<file path="config.mk">
export PLATFORM = sky130hd
export DESIGN_NAME = prog_sequencer
export DESIGN_NICKNAME = d
export VERILOG_FILES = /design/src/rtl/prog_sequencer_pkg.sv /design/src/rtl/prog_sequencer_mem.sv /design/src/rtl/prog_sequencer.sv
export SDC_FILE = /design/constraint.sdc
export NUM_CORES = 1
export LEC_CHECK = 0
export BUFFER_PORTS_ARGS = -buffer_cell sky130_fd_sc_hd__buf_2
export CORE_UTILIZATION = 60
export DETAILED_ROUTE_END_ITERATION = 8
export PLACE_DENSITY_LB_ADDON = 0.2
export SLEW_MARGIN = 20
export SYNTH_ARGS = -nofsm -noshare
export SYNTH_HDL_FRONTEND = slang
export SYNTH_SLANG_ARGS = --single-unit
</file>
<file path="constraint.sdc">
create_clock -name clk -period 3.9 [get_ports clk]
set_input_delay 0.78 -clock clk [delete_from_list [all_inputs] [get_ports clk]]
set_output_delay 0.78 -clock clk [all_outputs]
set_load 0.01 [all_outputs]
</file>
<file path="src/rtl/prog_sequencer_pkg.sv">
// Shared definitions for the program sequencer: instruction layout, ALU opcodes,
// and the sequencer state encoding.
package prog_sequencer_pkg;

    // Instruction word {op[2:0], rd[3:0], rs[3:0], rt[3:0]}
    localparam int unsigned INSTR_W = 15;
    localparam int unsigned OP_W    = 3;
    localparam int unsigned REG_W   = 4;
    localparam int unsigned OP_LSB  = 12;
    localparam int unsigned RD_LSB  = 8;
    localparam int unsigned RS_LSB  = 4;
    localparam int unsigned RT_LSB  = 0;

    // ALU opcodes understood by the master
    localparam logic [OP_W-1:0] OP_ADD = 3'd0;
    localparam logic [OP_W-1:0] OP_SUB = 3'd1;
    localparam logic [OP_W-1:0] OP_AND = 3'd2;
    localparam logic [OP_W-1:0] OP_OR  = 3'd3;
    localparam logic [OP_W-1:0] OP_XOR = 3'd4;
    localparam logic [OP_W-1:0] OP_SL  = 3'd5;
    localparam logic [OP_W-1:0] OP_SR  = 3'd6;
    localparam logic [OP_W-1:0] OP_SLT = 3'd7;

    // Sequencer states; explicit values keep the legacy 3-bit encoding
    typedef enum logic [2:0] {
        ST_IDLE      = 3'd0,
        ST_SETUP     = 3'd1,
        ST_PULSE     = 3'd2,
        ST_SETTLE_LO = 3'd3,
        ST_SETTLE_HI = 3'd4,
        ST_EMIT      = 3'd5,
        ST_DONE      = 3'd6
    } seq_state_e;

    // Assemble an instruction word from its fields
    function automatic logic [INSTR_W-1:0] make_instr(
        input logic [OP_W-1:0]  op,
        input logic [REG_W-1:0] rd,
        input logic [REG_W-1:0] rs,
        input logic [REG_W-1:0] rt
    );
        return {op, rd, rs, rt};
    endfunction

endpackage

</file>
<file path="src/rtl/prog_sequencer_mem.sv">
// Program memory for the sequencer: one synchronous write port, one asynchronous
// read port. Contents are deliberately not reset so a program survives a reset.
module seq_prog_mem
    import prog_sequencer_pkg::*;
#(
    parameter int unsigned DEPTH = 16,
    localparam int unsigned AW   = $clog2(DEPTH)
) (
    input  logic               clk,
    input  logic               we_i,
    input  logic [AW-1:0]      waddr_i,
    input  logic [INSTR_W-1:0] wdata_i,
    input  logic [AW-1:0]      raddr_i,
    output logic [INSTR_W-1:0] rdata_o
);

    logic [INSTR_W-1:0] mem_q [DEPTH];

    // Write port: store the instruction word on the strobe
    always_ff @(posedge clk) begin
        if (we_i) begin
            mem_q[waddr_i] <= wdata_i;
        end
    end

    assign rdata_o = mem_q[raddr_i];

endmodule

</file>
<file path="src/rtl/prog_sequencer.sv">
// Replays a loaded program onto the master's sw/btn_exec interface, reads the
// 32-bit result back through led in two halves and offers it on a valid/ready port.
module prog_sequencer
    import prog_sequencer_pkg::*;
#(
    parameter int unsigned PROG_DEPTH = 16,
    parameter int unsigned SETUP_CYC  = 4,
    parameter int unsigned PULSE_CYC  = 2,
    parameter int unsigned SETTLE_CYC = 4,
    localparam int unsigned AW        = $clog2(PROG_DEPTH)
) (
    input  logic               clk,
    input  logic               btn_reset_n,
    input  logic               prog_we,
    input  logic [AW-1:0]      prog_addr,
    input  logic [INSTR_W-1:0] prog_data,
    input  logic [AW:0]        prog_len,
    input  logic               start,
    output logic [15:0]        sw,
    output logic               btn_exec,
    input  logic [15:0]        led,
    output logic               res_valid,
    input  logic               res_ready,
    output logic [31:0]        res_data,
    output logic [AW-1:0]      res_idx,
    output logic               busy,
    output logic               done
);

    localparam int unsigned      CNT_W     = 16;
    localparam logic [CNT_W-1:0] SETUP_LD  = CNT_W'(SETUP_CYC - 1);
    localparam logic [CNT_W-1:0] PULSE_LD  = CNT_W'(PULSE_CYC - 1);
    localparam logic [CNT_W-1:0] SETTLE_LD = CNT_W'(SETTLE_CYC - 1);
    localparam logic [AW:0]      DEPTH_L   = (AW+1)'(PROG_DEPTH);

    seq_state_e         state_q, state_d;
    logic [CNT_W-1:0]   cnt_q, cnt_d;
    logic [AW-1:0]      idx_q, idx_d;
    logic [AW:0]        len_q, len_d;
    logic [15:0]        lo_q, lo_d;
    logic [15:0]        sw_q, sw_d;
    logic               btn_q, btn_d;
    logic               res_valid_q, res_valid_d;
    logic [31:0]        res_data_q, res_data_d;
    logic [AW-1:0]      res_idx_q, res_idx_d;
    logic               busy_q, busy_d;
    logic               done_q, done_d;

    logic [AW:0]        len_sat;
    logic [AW:0]        idx_inc;
    logic [AW-1:0]      mem_raddr;
    logic [INSTR_W-1:0] mem_rdata;
    logic               mem_we;

    // Program memory; writes are only honoured while no run is in progress
    assign mem_we = prog_we && !busy_q;

    seq_prog_mem #(
        .DEPTH (PROG_DEPTH)
    ) u_mem (
        .clk     (clk),
        .we_i    (mem_we),
        .waddr_i (prog_addr),
        .wdata_i (prog_data),
        .raddr_i (mem_raddr),
        .rdata_o (mem_rdata)
    );

    // Length clamp and read-address selection (entry 0 on start, idx+1 when advancing)
    always_comb begin
        len_sat   = (prog_len > DEPTH_L) ? DEPTH_L : prog_len;
        idx_inc   = {1'b0, idx_q} + (AW+1)'(1);
        mem_raddr = (state_q == ST_EMIT) ? idx_inc[AW-1:0] : '0;
    end

    // Next-state logic: FSM, shared timing counter, index and result registers
    always_comb begin
        state_d     = state_q;
        cnt_d       = cnt_q;
        idx_d       = idx_q;
        len_d       = len_q;
        lo_d        = lo_q;
        sw_d        = sw_q;
        btn_d       = btn_q;
        res_valid_d = res_valid_q;
        res_data_d  = res_data_q;
        res_idx_d   = res_idx_q;
        busy_d      = busy_q;
        done_d      = done_q;

        case (state_q)
            ST_IDLE, ST_DONE: begin
                if (start) begin
                    len_d  = len_sat;
                    idx_d  = '0;
                    done_d = 1'b0;
                    if (len_sat == '0) begin
                        // Empty program: finish straight away without touching the master
                        state_d = ST_DONE;
                        done_d  = 1'b1;
                        busy_d  = 1'b0;
                    end else begin
                        busy_d  = 1'b1;
                        sw_d    = {1'b0, mem_rdata};
                        cnt_d   = SETUP_LD;
                        state_d = ST_SETUP;
                    end
                end
            end
            ST_SETUP: begin
                if (cnt_q == '0) begin
                    btn_d   = 1'b1;
                    cnt_d   = PULSE_LD;
                    state_d = ST_PULSE;
                end else begin
                    cnt_d = cnt_q - CNT_W'(1);
                end
            end
            ST_PULSE: begin
                if (cnt_q == '0) begin
                    btn_d   = 1'b0;
                    cnt_d   = SETTLE_LD;
                    state_d = ST_SETTLE_LO;
                end else begin
                    cnt_d = cnt_q - CNT_W'(1);
                end
            end
            ST_SETTLE_LO: begin
                if (cnt_q == '0) begin
                    lo_d    = led;
                    sw_d    = {1'b1, sw_q[14:0]};
                    cnt_d   = SETTLE_LD;
                    state_d = ST_SETTLE_HI;
                end else begin
                    cnt_d = cnt_q - CNT_W'(1);
                end
            end
            ST_SETTLE_HI: begin
                if (cnt_q == '0) begin
                    res_data_d  = {led, lo_q};
                    res_idx_d   = idx_q;
                    res_valid_d = 1'b1;
                    state_d     = ST_EMIT;
                end else begin
                    cnt_d = cnt_q - CNT_W'(1);
                end
            end
            ST_EMIT: begin
                if (res_ready) begin
                    res_valid_d = 1'b0;
                    if (idx_inc == len_q) begin
                        busy_d  = 1'b0;
                        done_d  = 1'b1;
                        state_d = ST_DONE;
                    end else begin
                        idx_d   = idx_inc[AW-1:0];
                        sw_d    = {1'b0, mem_rdata};
                        cnt_d   = SETUP_LD;
                        state_d = ST_SETUP;
                    end
                end
            end
            default: begin
                state_d = ST_IDLE;
            end
        endcase
    end

    // State and output registers with asynchronous active-low reset
    always_ff @(posedge clk or negedge btn_reset_n) begin
        if (!btn_reset_n) begin
            state_q     <= ST_IDLE;
            cnt_q       <= '0;
            idx_q       <= '0;
            len_q       <= '0;
            lo_q        <= '0;
            sw_q        <= '0;
            btn_q       <= 1'b0;
            res_valid_q <= 1'b0;
            res_data_q  <= '0;
            res_idx_q   <= '0;
            busy_q      <= 1'b0;
            done_q      <= 1'b0;
        end else begin
            state_q     <= state_d;
            cnt_q       <= cnt_d;
            idx_q       <= idx_d;
            len_q       <= len_d;
            lo_q        <= lo_d;
            sw_q        <= sw_d;
            btn_q       <= btn_d;
            res_valid_q <= res_valid_d;
            res_data_q  <= res_data_d;
            res_idx_q   <= res_idx_d;
            busy_q      <= busy_d;
            done_q      <= done_d;
        end
    end

    assign sw        = sw_q;
    assign btn_exec  = btn_q;
    assign res_valid = res_valid_q;
    assign res_data  = res_data_q;
    assign res_idx   = res_idx_q;
    assign busy      = busy_q;
    assign done      = done_q;

endmodule

</file>
After elaboration in Yosys (flattened, before gate mapping). Memories as Yosys holds them, arrays and structs flattened. Cells that the tools add are included. Widths: inputs -> output; s select.

Latch bits: 0. Output and inout bits: 56. Bits in registers: 100. Logic and storage cells: 104. Bits in writable memories: 240. Bits in read-only memories: 0. Input port bits: 45. Memories kept: 1.

Divide/modulo/power cells: 0. Shift operators: 0. $lt $le $gt $ge: 1. Bitwise operators: 1. Muxes and demuxes: 46. Reductions and logical operators: 23. Equality and inequality tests: 17. Add/sub/neg operators: 2. Multiply operators: 0.

Memories: u_mem.mem_q (words 16, bits a word 15, read ports 1, clocked after memory_dff 0, wr ports 1, line prog_sequencer_mem.sv:17) `logic [INSTR_W-1:0] mem_q [DEPTH];`.

Operators with widths (number): $mux 16 (12); $pmux 16 s5 (1); $pmux 16 s3 (1); $mux 3 (8); $reduce_and 6->1 (4); $ne 2x2->1 const B (9); $pmux 3 s6 (1); $logic_not 16->1 (1); $mux 4 (4); $sub 16x1->16 const B (1); $mux 1 (13); $eq 3x3->1 const B (3); $pmux 1 s2 (4); $pmux 4 s2 (1); $reduce_and 4->1 (2); $eq 3x2->1 const B (2); $reduce_and 2->1 (3); $reduce_and 3->1 (2); $reduce_bool 2->1 (3); $add 4x1->5 const B (1); $eq 5x5->1 (1); $gt 5x5->1 const B (1); $logic_not 5->1 (1); $mux 5 (1); 9 further kinds (10).

Logic depth before layout (Yosys ltp). Gate-level depths: netlist of the first run.

Depth in word-level cells: 6. Depth in mapped cells: 9. Gate-level depth less buffers: 8.

Modules after synthesis. Synthesis of the first run repeated with hierarchy kept, for this count alone.

Cells, all modules: 762. Area total of the unflattened synthesis: 13763.2 um^2.

Modules (own cells, without submodules): seq_prog_mem (cells each 391, seq. area each 7206.9 um^2, instances 1, area an instance 9146.3 um^2); prog_sequencer (cells each 371, seq. area each 2502.4 um^2, instances 1, area an instance 4616.9 um^2).

Worst setup path before layout of the first run. OpenSTA, ideal clock, no wires.

Path type: input -> register. Start point: in prog_we. End point: mem u_mem.mem_q[0][0] (enable). Stages on the path: 3. Setup time: 0.406 ns. Setup slack: 1.210 ns. Arrival time: 2.284 ns. Buffers on the path: 0. Data required time: 3.494 ns. Path through: nand2b_1 > or3_1 > nor3_1.

Longest elaborated chain between the ends: 3.

Ends and longest elaborated chain: from (decl) (line prog_sequencer.sv:14) `input logic prog_we,`; $logic_and 1x1->1 (line prog_sequencer.sv:56) `assign mem_we = prog_we && !busy_q;`; $mux 1 (line prog_sequencer_mem.sv:21) `if (we_i) begin`; $mux 1 (implied by the code) (line prog_sequencer_mem.sv:22) `mem_q[waddr_i] <= wdata_i;`; to (decl) (line prog_sequencer_mem.sv:17).

No other way between the ends.

Worst setup path after layout of the first run.
Start point: reg idx_q[0]. End point: reg sw_q[1] (netlist: sw[1]).

Longest elaborated chain between the ends: 6. Elaborated cells between the ends (all ways): 11. Those cells by class: 1 x add/sub; 2 x eq/ne; 6 x mux; 1 x reduce/logical; 1 x memory.

Ends and longest elaborated chain: from (decl) (line prog_sequencer.sv:38) `logic [AW-1:0] idx_q, idx_d;`; from (signal assigned) (line prog_sequencer.sv:187) `idx_q <= idx_d;`; $add 4x1->5 (*) (line prog_sequencer.sv:72) `idx_inc = {1'b0, idx_q} + (AW+1)'(1);`; $mux 4 (line prog_sequencer.sv:73) `mem_raddr = (state_q == ST_EMIT) ? idx_inc[AW-1:0] : '0;`; $mem_v2 16x15; $mux 16 (on tied branches) (line prog_sequencer.sv:151, prog_sequencer.sv:97); $mux 16 (on tied branches) (line prog_sequencer.sv:149, prog_sequencer.sv:93); $pmux 16 s3 (line prog_sequencer.sv:91) `case (state_q)`; to (signal assigned) (line prog_sequencer.sv:190) `sw_q <= sw_d;`; to (decl) (line prog_sequencer.sv:41) `logic [15:0] sw_q, sw_d;`.

Every way passes the cells marked *; elsewhere a longest branch is shown, timed or not. The select of a mux whose other input is x is not followed. A chain may end at the register's enable or synchronous reset.

==> Implementation_results.wiki, run 1 <==
{| class="wikitable"
! Metric !! Value
|-
| Shortest period the worst path allows || 2.931 ns
|-
| Total of endpoints with negative setup slack in the final report || 0
|-
| Skew-Pair Late Insertion Delay || 0.53 ns
|-
| EDFF count, synth || 240
|-
| CTS buffer count || 36
|-
| Relative slew slack || between 30% and 40%
|-
| Vias || 8,783
|-
| Number of nets in the finished design || 1,115
|-
| First-pass GRT wire length || 48,600 um
|-
| Vias in the first global route || between 8k and 9k
|-
| Flip-flop and latch count after synthesis || 340
|-
| Post-DP HPWL || 19,020 um
|-
| Share of post-route cells with drive strength above 1 || between 20% and 30%
|-
| Maximum clock skew at final layout || 0.01588 ns
|-
| Clock transition at path regs || 0.06 ns
|-
| Leading cell type by number of instances after synthesis || edfxtp_1
|-
| Count of maximum capacitance violations || 0
|-
| Synthesized net count || about 1.0k
|-
| Required arrival time at the worst endpoint || 4.34 ns
|-
| Vias per std cell || 6.251
|-
| Cell leakage power || 0.005942 uW
|-
| Slowest stage cell on the critical path || ha_2
|-
| Area used by multi-input combinational logic || 4041 sq um
|-
| Clock tree from TritonCTS || done
|-
| Area share of the leading cell type in the synthesized netlist || 51.29%
|-
| Top delay family on crit path || adder cells
|-
| Final period util || 75.15%
|-
| Slowest Stage Delay on Critical Path || 0.78 ns
|-
| Ys Warns || 0
|-
| Largest net degree at the start of global routing || 64
|-
| Final critical-path setup slack || 0.9693 ns
|-
| Cell chosen for the clock root || clkbuf_16
|-
| TritonCTS sink count || 340
|-
| Post-synthesis instance total || 956
|-
| Max Slew Vio Count || 0
|-
| ANT nets after route || 0
|-
| Drt total wl || 30,860 um
|-
| Per-instance average area after synthesis || 14.70 sq um
|-
| Iteration-0 DRC count of the detailed router || 806
|-
| Post CTS Setup Buffer Count || 0
|-
| Dominant cells by area after synthesis || edfxtp_1 (51%), dfrtp_1 (18%), mux2_2 (4.2%)
|-
| PostCTS Resize Cnt || 0
|-
| Critical path arrival || between 3 and 4 ns
|-
| Hold Violations, Final || 0
|-
| Cell area after technology mapping || around 14,000 sq um
|-
| Sequence of cells on the critical path || ha_2 > inv_1 > nand2_1 > o21ai_0 > o21ai_0 > a221oi_1 > o31ai_1
|-
| Antenna violations before repair || 0
|-
| CP most frequent cell || o21ai_0
|-
| Maximum ir drop on the vdd rail || 481.8 uV
|-
| Total power divided by cell area || 581.1 nW/um^2
|-
| Most used standard cells in the synthesized netlist || edfxtp_1 (240), dfrtp_1 (100), nand2_1 (68), mux2_2 (53), o21ai_0 (44)
|-
| Number of buffer and inverter stages on the critical path || 1
|-
| Fmax achieved || 0.3412 GHz
|-
| Number of detailed-routing iterations run before antenna repair || 5
|-
| Global route total overflow || 0
|-
| Post-DP Area || 14,970 sq um
|-
| Ports || between 100 and 150
|-
| Setup repair after global routing missed its margin || false
|-
| Post-CTS Hold Buffers || 0
|-
| Die Wd || 155.0 um
|-
| Synth area leader || edfxtp_1
|-
| Status || complete, no violations
|-
| Total Die Area || between 20,000 and 25,000 sq um
|-
| Count of buffers from port buffering || 100
|-
| Proportion of synthesized chip area in sequential cells || 69.09%
|-
| Worst setup slack after placement || ~0.98 ns
|-
| Std-Cell Core Area || 22,780 sq um
|-
| Async set or reset register ratio after synthesis || 29.41%
|-
| Synthesis-to-finish area growth || 14.36%
|-
| Post-route standard cell area excluding fillers || 16,070 sq um
|-
| Final Wtd Congestion || between 0.9 and 1
|-
| Worst-margin pin slew || 0.9606 ns
|-
| Clk buf depth || 3
|-
| Diode insertion count for antenna repair || 0
|-
| Combined flip-flop and latch cell area || 9711 sq um
|-
| Crit path launch type || register
|-
| Largest driver fanout on the critical path || 29
|-
| DRC Markers || 0
|-
| Die H || 155.0 um
|-
| Crit Path Class || register to register
|-
| Wire per inst || 21.96 um
|-
| Gr usage total || around a quarter
|-
| Classification of the worst-slack hold path || input port to asynchronous set/reset pin
|-
| Max H-tree Level || 2
|-
| Final setup TNS || 0 ns
|-
| Layout fillers || 1,497
|-
| Unique masters post-synth || 65
|-
| Post-layout total power || 9338 uW
|-
| Most used DFF post-synth || edfxtp_1
|-
| Initial Util || between 60% and 70%
|-
| Site Rows || 55
|-
| Critical Path End Type || register
|}
## worst register-to-register path, stage by stage, from the launching register on
cell and delay [ns]:
dfrtp_2 0.51, ha_2 0.78, inv_1 0.57, nand2_1 0.32, o21ai_0 0.10, o21ai_0 0.21
a221oi_1 0.13, o31ai_1 0.23
## layer usage
| layer | track usage, % | share of wire (%) | wire length (um) |
|---|---|---|---|
| met1 | 38.07 | 43 | 13330 |
| met2 | 41.74 | 47 | 14400 |
| met3 | 4.708 | 8.2 | 2543 |
| met4 | 7.732 | 1.9 | 582 |
| met5 | 0 | 0 | 0 |
## final cells by class
cell class                      count  share of cell area [%]
Clock inverter                     15                  0.7941
Timing Repair Buffer              132                   4.703
Clock buffer                       48                   6.073
Inverter                           18                  0.4204
Sequential cell                   340                   60.43
Multi-Input combinational cell    539                   25.15
Tap cell                          313                   2.437
## metrics by stage
| step | hold slack [ns] | cells | utilization [%] |
|---|---|---|---|
| 2_1_floorplan | 0.4508 | 956 | - |
| 3_3_place_gp | 0.4694 | 1342 | 65.71 |
| 3_5_place_dp | 0.4775 | 1342 | 65.71 |
| 4_1_cts | 0.3581 | 1405 | 70.55 |
| 5_1_grt | 0.4012 | 1405 | 70.55 |
| 6_report | 0.3341 | 1405 | 70.55 |
## cell usage in the layout (no fill, tap or decap), types with 4 or more instances in the layout
master / n
a211o_1: 8
a211oi_1: 16
a21oi_1: 25
a221o_1: 16
a221oi_1: 19
a22oi_1: 7
a31oi_1: 27
a32oi_1: 8
and2_1: 10
and3_1: 7
buf_2: 99
buf_4: 32
clkbuf_1: 9
clkbuf_16: 36
clkinv_1: 5
clkinv_2: 5
dfrtp_1: 99
edfxtp_1: 240
inv_1: 18
mux2_1: 10
mux2_2: 53
mux2i_1: 20
mux4_2: 17
nand2_1: 68
nand2b_1: 5
nand3_1: 17
nand3b_1: 6
nor2_1: 42
nor2b_1: 10
nor3_1: 11
nor3_2: 5
o211ai_1: 4
o21ai_0: 44
o22ai_1: 5
o31ai_1: 23
or3_1: 9
xnor2_1: 5
## power breakdown
group,internal [uW],switching [uW]
clock,1840,1380
combinational,637,1010
sequential,4190,295
total,6660,2680
## registers in the layout, summed over array words and instances, names as in the netlist, 3 cells and up
register / count
u_mem.mem_q: 240
res_data: 32
cnt_q: 16
lo_q: 16
sw: 16
len_q: 5
idx_q: 4
res_idx: 4
state_q: 3
## path summary, 6_finish.rpt
path / to / cells after the start / slack [ns] / start
max: sw[1] / 7 / 0.97 / idx_q[0]
min: cnt_q[4] / 1 / 0.33 / btn_reset_n
max reg2reg: sw[1] / 7 / 0.97 / idx_q[0]
min reg2reg: lo_q[13] / 1 / 0.49 / lo_q[13]
max in group asynchronous: res_data[18] / 2 / 2.74 / btn_reset_n
min in group clk: lo_q[13] / 1 / 0.49 / lo_q[13]
## logic make-up (layout without fill, tap and decap cells)
logic type | after synthesis | after routing | share of synthesized area (%)
simple gates | 210 | 210 | 7.550
flops | 340 | 340 | 69.09
compound gates | 218 | 218 | 10.90
buf+inv | 77 | 213 | 2.386
xor+xnor | 8 | 8 | 0.6055
mux | 100 | 100 | 9.198
fa+ha+maj | 3 | 3 | 0.2671
Note: power is estimated with default switching activity, not from simulation.
==> run 2: changes to the inputs <==
- CORE_UTILIZATION: 60 -> 54
- clock period: 3.9 -> 2.6 ns (I/O delays scaled with it)
==> run 2 against run 1 <==
Net effect: highest routed layer unchanged; sequential power rose by 49%; combinational power up 59%; hold slack worse by 0.11 ns; maximum frequency is 21% higher; clock-buffer cell count increased by 1.
==> Implementation_results.wiki, run 2 (synthesis gave the netlist of run 1 again) <==
{| class="wikitable"
! Metric !! Value
|-
| Largest net degree at the start of global routing || 69 (+7.8%)
|-
| Final period util || 93.16% (+18 points)
|-
| Fmax achieved || 0.4128 GHz (+21%)
|-
| Die Wd || 163.3 um (+5.3%)
|-
| TritonCTS sink count || 340 (unchanged)
|-
| Shortest period the worst path allows || 2.422 ns (-0.5085 ns)
|-
| Share of post-route cells with drive strength above 1 || 27.35% (+2.5 points)
|-
| Number of nets in the finished design || 1,146 (+2.8%)
|-
| Count of maximum capacitance violations || 0 (unchanged)
|-
| Final setup TNS || 0 ns (unchanged)
|-
| Initial Util || 55.48% (-6.2 points)
|-
| Layout fillers || 1,821 (+22%)
|-
| Worst-margin pin slew || 0.8776 ns (-0.08297 ns)
|-
| Flip-flop count of the largest register after layout || 240 (unchanged)
|-
| Hold Violations, Final || 0 (unchanged)
|-
| Post-layout total power || 14,640 uW (+57%)
|-
| Most frequent cells in the layout || edfxtp_1 (240), dfrtp_1 (99), buf_2 (99)
|-
| Area used by multi-input combinational logic || 4059 sq um (+0.43%)
|-
| Classification of the worst-slack hold path || input port to register
|-
| Status || complete, no violations
|-
| First-pass GRT wire length || 48,870 um (+0.55%)
|-
| CTS buffer count || 36 (unchanged)
|-
| Vias || 8,828 (+0.51%)
|-
| Met2 wirelength from detailed routing || 14,920 um (+3.6%)
|-
| Relative slew slack || 41.28% (+5.7 points)
|-
| Crit Path Class || register to register
|-
| Maximum ir drop on the vdd rail || 820.0 uV (+70%)
|-
| Critical Path End Type || register
|-
| DRC Markers || 0 (unchanged)
|-
| Combined flip-flop and latch cell area || 9711 sq um (unchanged)
|-
| Vias per std cell || 6.063 (-3.0%)
|-
| Iteration-0 DRC count of the detailed router || 934 (+16%)
|-
| Max Used Layer || met4
|-
| Max Slew Vio Count || 0 (unchanged)
|-
| Skew-Pair Late Insertion Delay || 0.52 ns (about the same)
|-
| Total of endpoints with negative setup slack in the final report || 0 (unchanged)
|-
| Critical path arrival || 2.81 ns (-0.56 ns)
|-
| Most common library cell in the layout ignoring fill and taps || edfxtp_1
|-
| Routed met3 length || 2193 um (-14%)
|-
| Maximum clock skew at final layout || 0.008543 ns (-0.007339 ns)
|-
| Final Wtd Congestion || 0.8879 (-3.2%)
|-
| Number of detailed-routing iterations run before antenna repair || 6 (+1)
|-
| Global route total overflow || 0 (unchanged)
|-
| Synthesis-to-finish area growth || 17.82%
|-
| ANT nets after route || 0 (unchanged)
|-
| Vias in the first global route || 8,593 (-0.79%)
|-
| Post-DP HPWL || 19,650 um (+3.3%)
|-
| Post CTS Setup Buffer Count || 0 (unchanged)
|-
| Clock transition at path regs || 0.06 ns (about the same)
|-
| Ports || 101 (unchanged)
|-
| Clk buf depth || 3 (unchanged)
|-
| Cell leakage power || 0.006182 uW (+4.1%)
|-
| Largest driver fanout on the critical path || 33 (+14%)
|-
| Site Rows || 58 (+5.5%)
|-
| Setup repair after global routing missed its margin || false
|-
| Std-Cell Core Area || 25,330 sq um (+11%)
|-
| Diode insertion count for antenna repair || 0 (unchanged)
|-
| Cell chosen for the clock root || clkbuf_16
|-
| Count of buffers from port buffering || 100 (unchanged)
|-
| Gr usage total || 24.35% (-2.1 points)
|-
| Post-route standard cell area excluding fillers || 16,560 sq um (+3.0%)
|-
| Register containing the most flip-flops in the final layout || u_mem.mem_q
|-
| Total power divided by cell area || 884.5 nW/um^2 (+52%)
|-
| Max H-tree Level || 2 (unchanged)
|-
| Wire per inst || 21.57 um (-1.8%)
|-
| Antenna violations before repair || 0 (unchanged)
|-
| Clock tree from TritonCTS || done
|-
| Crit path launch type || register
|-
| Routed met1 length || 13,700 um (+2.8%)
|-
| Total Die Area || 26,670 sq um (+11%)
|-
| Required arrival time at the worst endpoint || 2.99 ns (-1.35 ns)
|-
| Die H || 163.3 um (+5.3%)
|-
| Post-DP Area || 15,260 sq um (+2.0%)
|-
| Drt total wl || 31,410 um (+1.8%)
|}
## run 2: cell type report
type | instances | area share [%]
clock buffers | 49 | 6.114
clock inverters | 17 | 1.527
flip-flops and latches | 340 | 58.65
multi-input cells | 539 | 24.52
repair buffers | 163 | 6.288
inverters | 18 | 0.4081
well taps | 330 | 2.494
## run 2: metal layers
layer	vias up	track usage, %
li1	4020	-
met1	4404	35.10
met2	357	38.29
met3	47	4.088
met4	0	7.009
met5	-	0
## run 2: through the flow
step / hold slack, ns / setup WS, ns / utilization, % / cells
after floorplan: 0.2244 / 0.1701 / - / 956
after global placement: 0.3190 / 0.2010 / 60.27 / 1389
after detailed placement: 0.3171 / 0.1133 / 60.27 / 1389
after CTS: 0.2189 / 0.1107 / 65.30 / 1456
after global routing: 0.2298 / 0.009543 / 65.37 / 1456
final: 0.2274 / 0.1778 / 65.37 / 1456
## run 2: report_power, final
| group | leakage [uW] | total [uW] | internal [uW] | switching [uW] |
|---|---|---|---|---|
| Clock | 0.000614 | 5360 | 3340 | 2020 |
| Combinational | 0.00216 | 2610 | 1040 | 1570 |
| Sequential | 0.00340 | 6670 | 6280 | 393 |
| Total | 0.00618 | 14600 | 10700 | 3990 |
## run 2: worst paths after layout
| kind | startpoint | slack, ns | end | cells after the start |
|---|---|---|---|---|
| hold / removal | led[10] | 0.23 | lo_q[10] | 2 |
| hold reg to reg | sw[15] | 0.49 | sw[15] | 2 |
| min in group asynchronous | btn_reset_n | 0.34 | cnt_q[4] | 2 |
| setup reg to reg | idx_q[1] | 0.18 | sw[7] | 7 |
| max in group asynchronous | btn_reset_n | 1.64 | idx_q[0] | 3 |
| setup / recovery | idx_q[1] | 0.18 | sw[7] | 7 |
## run 2: repair_timing
| item | in CTS | in global routing |
|---|---|---|
| endpoints found under the hold margin | 1 | 0 |
| hold buffers | 1 | 0 |
| setup endpoints to repair | 0 | 10 |
| gates resized for setup | 0 | 3 |
## run 2: worst max-delay path, cell delays in order, from the launching register on
cell and delay, ns:
dfrtp_1 0.41, ha_2 0.38, buf_4 0.38, mux2_2 0.40, o21ai_0 0.16, a221oi_1 0.10
a211oi_1 0.35, o31ai_1 0.12
==> run 3: changes to the inputs <==
- ABC_AREA: not set -> 1
- CORE_UTILIZATION: 54 -> 55
==> run 3 against run 2 <==
Net effect: non-clock buffer count is 16 lower; cell area is 6.3% higher; area after synthesis is 9.6% higher; power is 14% higher; clock-buffer cell count stayed put; worst setup slack better by 0.33 ns; critical path depth is 2 higher; critical path type unchanged.
==> Implementation_results.wiki, run 3 <==
{| class="wikitable"
! Metric !! Value
|-
| Status || complete, no violations
|-
| Classification of the worst-slack hold path || input port to asynchronous set/reset pin
|-
| Dominant combinational cell family by area after synthesis || simple AND/OR/NAND/NOR gates
|-
| Die H || 169.4 um (+3.7%)
|-
| Worst flop-to-flop path startpoint || idx_q[1]
|-
| Total power divided by cell area || 948.6 nW/um^2 (+7.2%)
|-
| Most frequent cells in the layout || nand2_1 (512), edfxtp_1 (240), nand3_1 (196)
|-
| Post-synthesis instance total || 1,587 (+66%)
|-
| Largest net degree at the start of global routing || 56 (-19%)
|-
| Share of post-route cells with drive strength above 1 || 14.84% (-13 points)
|-
| Synth area leader || edfxtp_1
|-
| Clock Power Share || 32.2% (-4.4 points)
|-
| Final Wtd Congestion || 0.8726 (-1.7%)
|-
| Required arrival time at the worst endpoint || 3.01 ns (+0.02 ns)
|-
| Global route total overflow || 0 (unchanged)
|-
| Most used standard cells in the synthesized netlist || nand2_1 (512), edfxtp_1 (240), nand3_1 (198), inv_1 (165), dfrtp_1 (100)
|-
| CTS buffer count || 37 (+2.8%)
|-
| Number of detailed-routing iterations run before antenna repair || 5 (-1)
|-
| Part of the total power dissipated in sequential elements || 41.3% (-4.3 points)
|-
| Vias || 11.63k (+32%)
|-
| Die Wd || 169.4 um (+3.7%)
|-
| Clk buf depth || 3 (unchanged)
|-
| Synthesized net count || 1,635 (+63%)
|-
| Total Die Area || 28,680 sq um (+7.5%)
|-
| Dominant cells by area after synthesis || edfxtp_1 (47%), dfrtp_1 (16%), nand2_1 (12%)
|-
| Flip-flop and latch count after synthesis || 340 (unchanged)
|-
| Synthesized-area fraction occupied by adder cells || 0.2437% (-0.023 points)
|-
| Clock tree from TritonCTS || done
|-
| Cell area after technology mapping || 15,400 sq um (+9.6%)
|-
| ANT nets after route || 0 (unchanged)
|-
| Maximum clock skew at final layout || 0.01323 ns (+0.004689 ns)
|-
| Net switching power || 5569 uW (+40%)
|-
| Crit Path Class || register to register
|-
| Drt total wl || 38,450 um (+22%)
|-
| Antenna violations before repair || 0 (unchanged)
|-
| Vias per std cell || 5.564 (-8.2%)
|-
| Async set or reset register ratio after synthesis || 29.41% (unchanged)
|-
| Shortest period the worst path allows || 2.093 ns (-0.3295 ns)
|-
| Number of placed instances, taps included || 2,024 (+46%)
|-
| First-pass GRT wire length || 60,640 um (+24%)
|-
| Worst reg-to-reg path cell count || 9 (+2)
|-
| TritonCTS sink count || 340 (unchanged)
|-
| Cell chosen for the clock root || clkbuf_16
|-
| Flip-flop count of the largest register after layout || 240 (unchanged)
|-
| Area share of the leading cell type in the synthesized netlist || 46.79% (-4.5 points)
|-
| EDFF count, synth || 240 (unchanged)
|-
| Mux contribution to synthesized area || 0% (-9.2 points)
|-
| Final period util || 80.49% (-13 points)
|-
| Max Slew Vio Count || 0 (unchanged)
|-
| Critical Path Source || idx_q[1]
|-
| Ports || 101 (unchanged)
|-
| Setup repair after global routing missed its margin || false
|-
| Combinational cell fraction of total power || 26.5% (+8.7 points)
|-
| Internal power component || 11,120 uW (+4.3%)
|-
| Synthesis-to-finish area growth || 14.22%
|-
| Wire per inst || 18.40 um (-15%)
|-
| Max H-tree Level || 2 (unchanged)
|-
| Ys Warns || 0 (unchanged)
|-
| Critical Path End Type || register
|-
| Per-instance average area after synthesis || 9.706 sq um (-34%)
|-
| Unique masters post-synth || 42 (-35%)
|-
| Reg-to-reg setup timing slack || 0.51 ns (+0.33 ns)
|-
| Relative slew slack || 45.77% (+4.5 points)
|-
| Cell leakage power || 0.008012 uW (+30%)
|-
| Site Rows || 60 (+3.4%)
|-
| Skew-Pair Late Insertion Delay || 0.52 ns (about the same)
|-
| Iteration-0 DRC count of the detailed router || 1,215 (+30%)
|-
| Proportion of synthesized chip area in sequential cells || 63.03% (-6.1 points)
|-
| Most common library cell in the layout ignoring fill and taps || nand2_1
|-
| Count of buffers from port buffering || 100 (unchanged)
|-
| Maximum ir drop on the vdd rail || 768.2 uV (-6.3%)
|-
| Most used DFF post-synth || edfxtp_1
|-
| Leading cell type by number of instances after synthesis || nand2_1
|-
| Post-DP HPWL || 24,110 um (+23%)
|-
| Fmax achieved || 0.4778 GHz (+16%)
|-
| DRC Markers || 0 (unchanged)
|-
| Clock transition at path regs || 0.06 ns (about the same)
|-
| Critical path arrival || 2.50 ns (-0.31 ns)
|-
| Count of maximum capacitance violations || 0 (unchanged)
|-
| Initial Util || 56.68% (+1.2 points)
|-
| Hold Violations, Final || 0 (unchanged)
|-
| Synth Area in XOR/XNOR || 0.3980% (-0.21 points)
|-
| Complex-gate fraction of the synthesized area || 2.672% (-8.2 points)
|-
| Simple-gate share of the synthesized area || 26.55% (+19 points)
|-
| Std-Cell Core Area || 27,180 sq um (+7.3%)
|-
| Final cell count without fillers || 2,090 (+44%)
|-
| Post-CTS Hold Buffers || 0 (-1)
|-
| Register containing the most flip-flops in the final layout || u_mem.mem_q
|-
| Switching fraction of total power || 33.37% (+6.2 points)
|-
| Diode insertion count for antenna repair || 0 (unchanged)
|-
| Number of nets in the finished design || 1,739 (+52%)
|-
| Largest driver fanout on the critical path || 27 (-18%)
|-
| Final setup TNS || 0 ns (unchanged)
|-
| Gr usage total || 27.52% (+3.2 points)
|-
| Total of endpoints with negative setup slack in the final report || 0 (unchanged)
|-
| Crit path launch type || register
|-
| Worst-margin pin slew || 0.8126 ns (-0.06502 ns)
|-
| PostCTS Resize Cnt || 0 (unchanged)
|-
| Post CTS Setup Buffer Count || 0 (unchanged)
|-
| Vias in the first global route || 11.25k (+31%)
|}
run 3: cell types whose count changed after synthesis, sizes merged, moves of 23 or more:
| cell | delta |
|---|---|
| o31ai | -23 |
| inv | +157 |
| nand4 | +79 |
| nor2 | +45 |
| mux2 | -63 |
| a31oi | -27 |
| nand3 | +193 |
| buf | +27 |
| nand2 | +452 |
run 3: final timing paths:
path	to
min in group clk	res_valid
min reg2reg	res_data[1]
max in group asynchronous	lo_q[8]
min	cnt_q[10]
max reg2reg	sw[8]
max	sw[8]
run 3: power groups by stage:
stage                     registers [uW]  clock network [uW]  logic [uW]
after floorplan                     7000                   0        2970
after global placement              6970                   0        4280
after detailed placement            6980                   0        4380
after CTS                           6880                5440        4400
after global routing                6950                5640        4960
final                               6890                5380        4420
run 3: worst max-delay path: stages, from the launching register on:
cell and delay [ns]:
dfrtp_1 0.42, ha_1 0.36, nand3_2 0.11, buf_4 0.30
buf_4 0.24, nand3_1 0.10, nand3_1 0.09, nand3_1 0.18
nand3_2 0.13, nand2_1 0.05
run 3: through the flow:
step	area [sq um]	setup WS [ns]	hold slack, ns	power (uW)	utilization (%)
2_1_floorplan	15400	0.6750	0.2244	9976	-
3_3_place_gp	16350	0.5891	0.4556	11250	60.15
3_5_place_dp	16350	0.4784	0.4599	11360	60.15
4_1_cts	17590	0.4850	0.1006	16730	64.74
5_1_grt	17590	0.3530	0.1478	17550	64.74
6_report	17590	0.5073	0.08344	16690	64.74
run 3: logic make-up after synthesis:
| kind of cell | Yosys count |
|---|---|
| DFF | 340 |
| AOI/OAI and AO/OA | 71 |
| buffers and inverters | 259 |
| xor gates and xnor gates | 7 |
| adders and majority gates | 3 |
| and+or+nand+nor | 907 |
run 3: area by class of cell:
cell class / count / area (sq um)
Clock inverter: 17 / 246.5
Fill cell: 2212 / 9582
Timing Repair Buffer: 147 / 893.4
Multi-Input combinational cell: 988 / 4609
Sequential cell: 340 / 9712
Inverter: 177 / 665.6
Clock buffer: 49 / 1002
Tap cell: 372 / 465.4
run 3: metal layers:
metal | vias up | track usage [%] | share of wire, % | routed length [um]
met5 | - | 0 | 0 | 0
met4 | 0 | 9.440 | 2.8 | 1079
met3 | 84 | 5.177 | 9.3 | 3566
met2 | 544 | 44.21 | 47 | 17990
met1 | 5508 | 37.77 | 41 | 15820
li1 | 5492 | - | - | -
